--- src/rtl/serial_add_pkg.sv ---
// rtl/serial_add_pkg.sv - shared types and constants for the bit-serial adder (option: SERIAL_ADD_SUB_EN)
package serial_add_pkg;

  // Controller states: waiting for a request, stepping bits, reporting the result
  typedef enum logic [1:0] {
    IDLE = 2'd0,
    RUN  = 2'd1,
    DONE = 2'd2
  } state_t;

  localparam int DEFAULT_WIDTH = 8;

  // Bit counter must reach WIDTH-1; never narrower than one bit
  function automatic int cnt_width(input int w);
    return (w < 2) ? 1 : $clog2(w);
  endfunction

endpackage

--- src/rtl/fa_bit.sv ---
// rtl/fa_bit.sv - combinational one-bit full adder cell shared across all bit-steps
module fa_bit (
  input  logic a,
  input  logic b,
  input  logic c,
  output logic s,
  output logic co
);

  // Classic sum/majority full adder
  always_comb begin
    s  = a ^ b ^ c;
    co = (a & b) | (a & c) | (b & c);
  end

endmodule

--- src/rtl/serial_add_ctrl.sv ---
// rtl/serial_add_ctrl.sv - bit-serial adder controller, LSB first (option: SERIAL_ADD_SUB_EN adds sub port)
module serial_add_ctrl
  import serial_add_pkg::*;
#(
  parameter int WIDTH = DEFAULT_WIDTH
) (
  input  logic             clk,
  input  logic             rst_n,
  input  logic             start,
  input  logic [WIDTH-1:0] a,
  input  logic [WIDTH-1:0] b,
  input  logic             cin,
`ifdef SERIAL_ADD_SUB_EN
  input  logic             sub,
`endif
  output logic             busy,
  output logic             done,
  output logic [WIDTH-1:0] sum,
  output logic             cout
);

  localparam int CNT_W = cnt_width(WIDTH);
  localparam logic [CNT_W-1:0] LAST = CNT_W'(WIDTH - 1);

  state_t            state;
  state_t            next_state;
  logic [CNT_W-1:0]  cnt;
  logic [WIDTH-1:0]  a_sr;
  logic [WIDTH-1:0]  b_sr;
  logic              carry;
  logic              fa_s;
  logic              fa_co;
  logic              accept;
  logic              last_step;
  logic [WIDTH-1:0]  b_cap;
  logic              c_cap;

  // Single shared adder cell fed from the low end of the operand shifters
  fa_bit u_fa (
    .a  (a_sr[0]),
    .b  (b_sr[0]),
    .c  (carry),
    .s  (fa_s),
    .co (fa_co)
  );

  // Operand B and initial carry as seen at capture; subtract is a + ~b + 1
  always_comb begin
    b_cap = b;
    c_cap = cin;
`ifdef SERIAL_ADD_SUB_EN
    if (sub) begin
      b_cap = ~b;
      c_cap = 1'b1;
    end
`endif
  end

  // State register
  always_ff @(posedge clk or negedge rst_n) begin
    if (!rst_n) begin
      state <= IDLE;
    end else begin
      state <= next_state;
    end
  end

  // Next-state logic; a start outside IDLE is dropped, not queued
  always_comb begin
    next_state = state;
    accept     = 1'b0;
    last_step  = 1'b0;
    case (state)
      IDLE: begin
        if (start) begin
          accept     = 1'b1;
          next_state = RUN;
        end
      end
      RUN: begin
        if (cnt == LAST) begin
          last_step  = 1'b1;
          next_state = DONE;
        end
      end
      DONE: begin
        next_state = IDLE;
      end
      default: begin
        next_state = IDLE;
      end
    endcase
  end

  // Datapath: capture on accept, then one bit-step per RUN cycle
  always_ff @(posedge clk or negedge rst_n) begin
    if (!rst_n) begin
      cnt   <= '0;
      a_sr  <= '0;
      b_sr  <= '0;
      carry <= 1'b0;
      sum   <= '0;
      cout  <= 1'b0;
    end else if (accept) begin
      a_sr  <= a;
      b_sr  <= b_cap;
      carry <= c_cap;
      cnt   <= '0;
    end else if (state == RUN) begin
      sum   <= {fa_s, sum[WIDTH-1:1]};
      carry <= fa_co;
      a_sr  <= a_sr >> 1;
      b_sr  <= b_sr >> 1;
      cnt   <= cnt + CNT_W'(1);
      if (last_step) begin
        cout <= fa_co;
      end
    end
  end

  // Status outputs decode straight from the state register
  always_comb begin
    busy = (state == RUN) || (state == DONE);
    done = (state == DONE);
  end

endmodule

--- config.mk ---
export PLATFORM = sky130hd
export DESIGN_NAME = serial_add_ctrl
export DESIGN_NICKNAME = d
export VERILOG_FILES = /design/src/rtl/serial_add_pkg.sv /design/src/rtl/fa_bit.sv /design/src/rtl/serial_add_ctrl.sv
export SDC_FILE = /design/constraint.sdc
export NUM_CORES = 1
export LEC_CHECK = 0
export CORE_MARGIN = 4
export CORE_UTILIZATION = 39
export DETAILED_ROUTE_END_ITERATION = 10
export GPL_TIMING_DRIVEN = 0
export SYNTH_ARGS = -nofsm -noshare
export SYNTH_HDL_FRONTEND = slang
export SYNTH_HIERARCHICAL = 1
export SYNTH_SLANG_ARGS = --single-unit
--- constraint.sdc ---
create_clock -name clk -period 1.6 [get_ports clk]
set_input_delay 0.24 -clock clk [delete_from_list [all_inputs] [get_ports clk]]
set_output_delay 0.24 -clock clk [all_outputs]
set_load 0.05 [all_outputs]
# After elaboration in Yosys (flattened, before gate mapping)
# Index checks and enable logic that the tools add are counted.
# classes
mux	15
magnitude_cmp	0
reduce_logical	6
n_addsub	1
n_mul	0
shift	0
div_mod_pow	0
eq_ne	5
n_bitwise	8
# op_table
op	n
two-way mux 8 bit	4
two-way mux 1 bit	6
two-way mux 3 bit	2
two-way mux 2 bit	2
inequality test 2 bit (second input constant)	2
case mux 2 bit (2 select lines)	1
AND reduction 2 bit	2
adder 3 x 1 -> 3 bit (second input constant)	1
AND 1 bit	3
== test 3 bit (second input constant)	1
AND reduction 3 bit	1
== test 2 x 1 -> 1 bit (second input constant)	1
== test 2 bit (second input constant)	1
logical NOT 2 bit	1
OR 1 bit	2
nonzero test 2 bit	1
XOR 1 bit	2
logical OR 1 bit	1
inverter 1 bit	1
# totals
output_inout_bits	11
rom_bits	0
elab_cells	42
regBits	31
n_memories	0
ram_bits	0
latch_bits	0

# Logic depth before layout (Yosys ltp)
# depth
ltp_word	5
mapped_depth	7

# Cells and area by module
# Netlist, hierarchy kept.
# modules_own_cells
module	cells_per_inst	instances	area_per_inst_um2	seq_area_each_um2
serial_add_ctrl	122	1	1483.9	775.7
fa_bit	1	1	20.0	0.0

# Worst setup path before layout
# No wires, ideal clock.
# synth_timing
path_kind	reg-to-reg
startpoint	reg state[1]
endpoint	reg state[0]
n_path_buf	2
stages_incl_launch_ff	7
period_less_slack_ps	1376
t_required_ps	1475
slack_ps	224
t_arrival_ps	1250
setup_ps	125
cell_sequence	dfrtp_1 -> inv_1 -> ha_1 -> buf_4 -> buf_12 -> a21oi_4 -> mux2_4
# synth_between
elab_chain_cells	3
# synth_lines
item	line_no	source
from (decl)	serial_add_ctrl.sv:25	state_t state;
from (signal assigned)	serial_add_ctrl.sv:64	state <= next_state;
== test 2 x 1 -> 1 bit or logical NOT 2 bit (tied branches)	serial_add_ctrl.sv:73	case (state)
inequality test 2 bit (no line)	n/a	
AND reduction 2 bit (no line)	n/a	
# Several ways; a longest one is shown, not always the timed one.
# A chain may end at the register's enable or synchronous reset.

# Worst setup path after layout
# layout_timing
startpoint	reg state[0]
endpoint	out done
# layout_between
elab_chain_cells	1
# layout_lines
item	line_no	source
== test 2 bit	serial_add_ctrl.sv:124	done = (state == DONE);
to (decl)	serial_add_ctrl.sv:17	output logic done,
# No other way between the ends.

==> flow_summary_export.csv <==
group,metric,value,unit
yosys,ys_seq_elements,31,
setup_path,crit_chain,"inv_1, ha_1, clkdlybuf4s15_2",
sta,fmaxAchievable,0.652,GHz
yosys,yosysWarnings,6,
setup_path,end_kind,"primary output",
sta,worst_pin_slew,678,ps
min_path,hold_path_class,"in2async",
floorplan,io-pin-count,31,
sta,max_slew_margin,54.8,%
yosys,synth_xor_area_share,0.582,%
setup_path,cpPeakStageDelay,400,ps
cells_and_area,final_core_util,52.2,%
yosys,postSynthCellCount,123,
yosys,synth_edf_count,0,
sta,grt_setup_unrepaired,"no",
global_route,overflow,0,
sta,hold_violations,0,
yosys,avgSynthCellArea,12.2,sq um
setup_path,crit_type,"reg2out",
global_route,antenna_found_initial,0,
yosys,yosysSeqAreaShare,51.6,%
setup_path,cp_slowest_cell,"dfrtp_1",
yosys,synthDistinctLibCells,23,
placement,numPortBuffers,30,
cells_and_area,areaGrowthSynthToFinish,28.0,%
sta,skew,4.20,ps
setup_path,cp_max_fo,3,
cells_and_area,drive_gt1_share,18.6,%
setup_path,rr_startpoint,"state[1]",
floorplan,die_x,70.1,microns
power,power_density,2050,nW/um^2
routing,via_per_inst,4.71,
yosys,synth_ff_type,"dfrtp_1",
cells_and_area,nNetsFinal,187,
floorplan,start_util,40.8,%
clock_network,htreeDepth,2,
setup_path,critPathRequiredTime,1360,ps
clock_network,clock_sinks,31,
cells_and_area,fin_cells,209,
power,p_leak,0.894,nW
cells_and_area,fillerInstances,353,
clock_network,holdBufCountCts,0,
yosys,synth_most_common_cell,"dfrtp_1",
flow_run,maxCapViolCount,0,
routing,via_count,984,
yosys,yosysTopAreaCell,"dfrtp_1",
yosys,synthSimpleGateAreaFrac,7.99,%
yosys,synth_area,1500,sq um
sta,fin_crit,1530,ps
power,total_power,3.95,mW
yosys,synth.area.mux_share,19.6,%
routing,final_antenna_net_count,0,
yosys,synthesis.nets,150,
yosys,synth_compound_area_share,7.57,%
routing,wire_per_inst,12.1,microns
yosys,synthDominantCellAreaShare,51.6,%
routing,drc,0,
global_route,grt_max_degree,32,
outcome,status,"completed",
clock_network,clk_path_buf_depth,2,
sta,setup_violations,0,
cells_and_area,diodes,0,
clock_network,cts_tree,"built",
placement,dp_hpwl,1.83,mm
floorplan,fp.coreArea,3690,sq um
clock_network,numCtsBuffers,5,
routing,drt_iter0_markers,47,
setup_path,critical_path_arrival,1290,ps
yosys,synth_fa_ha_area_share,6.32,%
placement,placed_cell_area,1860,sq um
sta,slew_viol_final,0,
floorplan,die_area,4910,sq um
placement,gp_congestion,0.694,
global_route,first_global_vias,1014,
global_route,track_usage,11.3,%
yosys,synthTopCellsByCount,"31 x dfrtp_1, 18 x nand2_1, 18 x o21ai_0",
yosys,synthTopCellsByArea,"dfrtp_1 52%, mux2i_1 11%, o21ai_0 6.0%, mux2_2 5.2%, ha_1 5.0%",
routing,dr.pass1.iters,4,
power,vdd_drop_max,0.837,mV
setup_path,startpoint,"state[0]",
sta,hold_slack,2.82,ps
sta,period_share,95.8,%
clock_network,cts_root_buf,"clkbuf_8",
cells_and_area,final_cell_area,1930,sq um
floorplan,die_h,70.1,microns
placement,dpl.cell_count,201,
yosys,synth_top_family_by_area,"multiplexers",
clock_network,clkLatencyLatePin,270,ps
global_route,grt_pass1_wl,4.42,mm
yosys,synth-async-reset-ratio,100,%
clock_network,cts.clk_slew.worst_paths,60,ps
routing,wl,2.53,mm
setup_path,critPathLaunchType,"flop",
floorplan,fp-row-count,22,
[critical path, delay by kind of cell (launching register included)]
family,cells,cell delay [ps]
fa+ha+maj,1,150
flops,1,400
buf+inv,2,470
[cell type report]
type | instances | area (sq um) | share of cell area, %
flip-flops and latches | 31 | 776 | 40.3
multi-input cells | 81 | 632 | 32.8
repair buffers | 30 | 280 | 14.6
plain buffers | 8 | 85.1 | 4.42
clock buffers | 7 | 76.3 | 3.96
well taps | 48 | 60.1 | 3.12
inverters | 3 | 11.3 | 0.585
clock inverters | 1 | 5.00 | 0.260
[state kept, by name, summed over array words and instances (netlist names)]
name and count:
cout 1, state 2, cnt 3, sum 8, carry 1, a_sr 8
b_sr 8
[cells by family (layout without fill, tap and decap cells)]
kind of cell,count (synthesis),after routing
buffers and inverters,11,49
XOR/XNOR,1,1
flip-flops,31,31
AO/OA/AOI/OAI,20,20
multiplexers,27,27
adder cells (fa/ha/maj),7,7
AND/OR/NAND/NOR,26,26
[metal layers]
metal / share of wire (%) / vias up / track usage, %
li1: - / 487 / -
met1: 47 / 467 / 14.1
met2: 45 / 25 / 17.9
met3: 6.2 / 5 / 3.60
met4: 1.5 / 0 / 4.47
met5: 0 / - / 0
[worst paths after layout]
check                      slack [ps]  endpoint  cells past startpoint
hold / removal                      3  state[0]                      1
setup reg to reg                  130  state[0]                      6
max in group asynchronous        1160   a_sr[1]                      1
hold reg to reg                   500    sum[0]                      1
min in group clk                  500    sum[0]                      1
setup / recovery                   70      done                      3
[layout by cell type (no fill, tap or decap), drive strengths merged]
cell type	instances
o21a	1
clkinv	1
nand2b	2
clkbuf	8
nor2	4
and2b	1
buf	9
nand2	18
ha	6
mux2i	17
and2	1
inv	3
fa	1
dfrtp	31
mux2	10
o21ai	18
xnor2	1
a21oi	1
clkdlybuf4s50	18
clkdlybuf4s15	1
dlygate4sd2	9
[power breakdown]
group / leakage, nW / switching (mW) / internal, mW
registers: 0.385 / 0.203 / 1.15
clock network: 0.0422 / 0.264 / 0.304
logic: 0.466 / 1.11 / 0.915
total: 0.894 / 1.58 / 2.37
[metrics by stage]
stage / worst slack, ps / setup TNS (ps)
floorplan: 224 / 0
global placement: -283 / -8930
detailed placement: -303 / -9580
CTS: 49.7 / 0
global route: 8.90 / 0
finish: 66.7 / 0
[what timing repair did]
action,4_1_cts,5_1_grt
setup endpoints to repair,34,0
buffers inserted,0,0
resized for setup,18,0
Note: power is estimated with default switching activity, not from simulation.
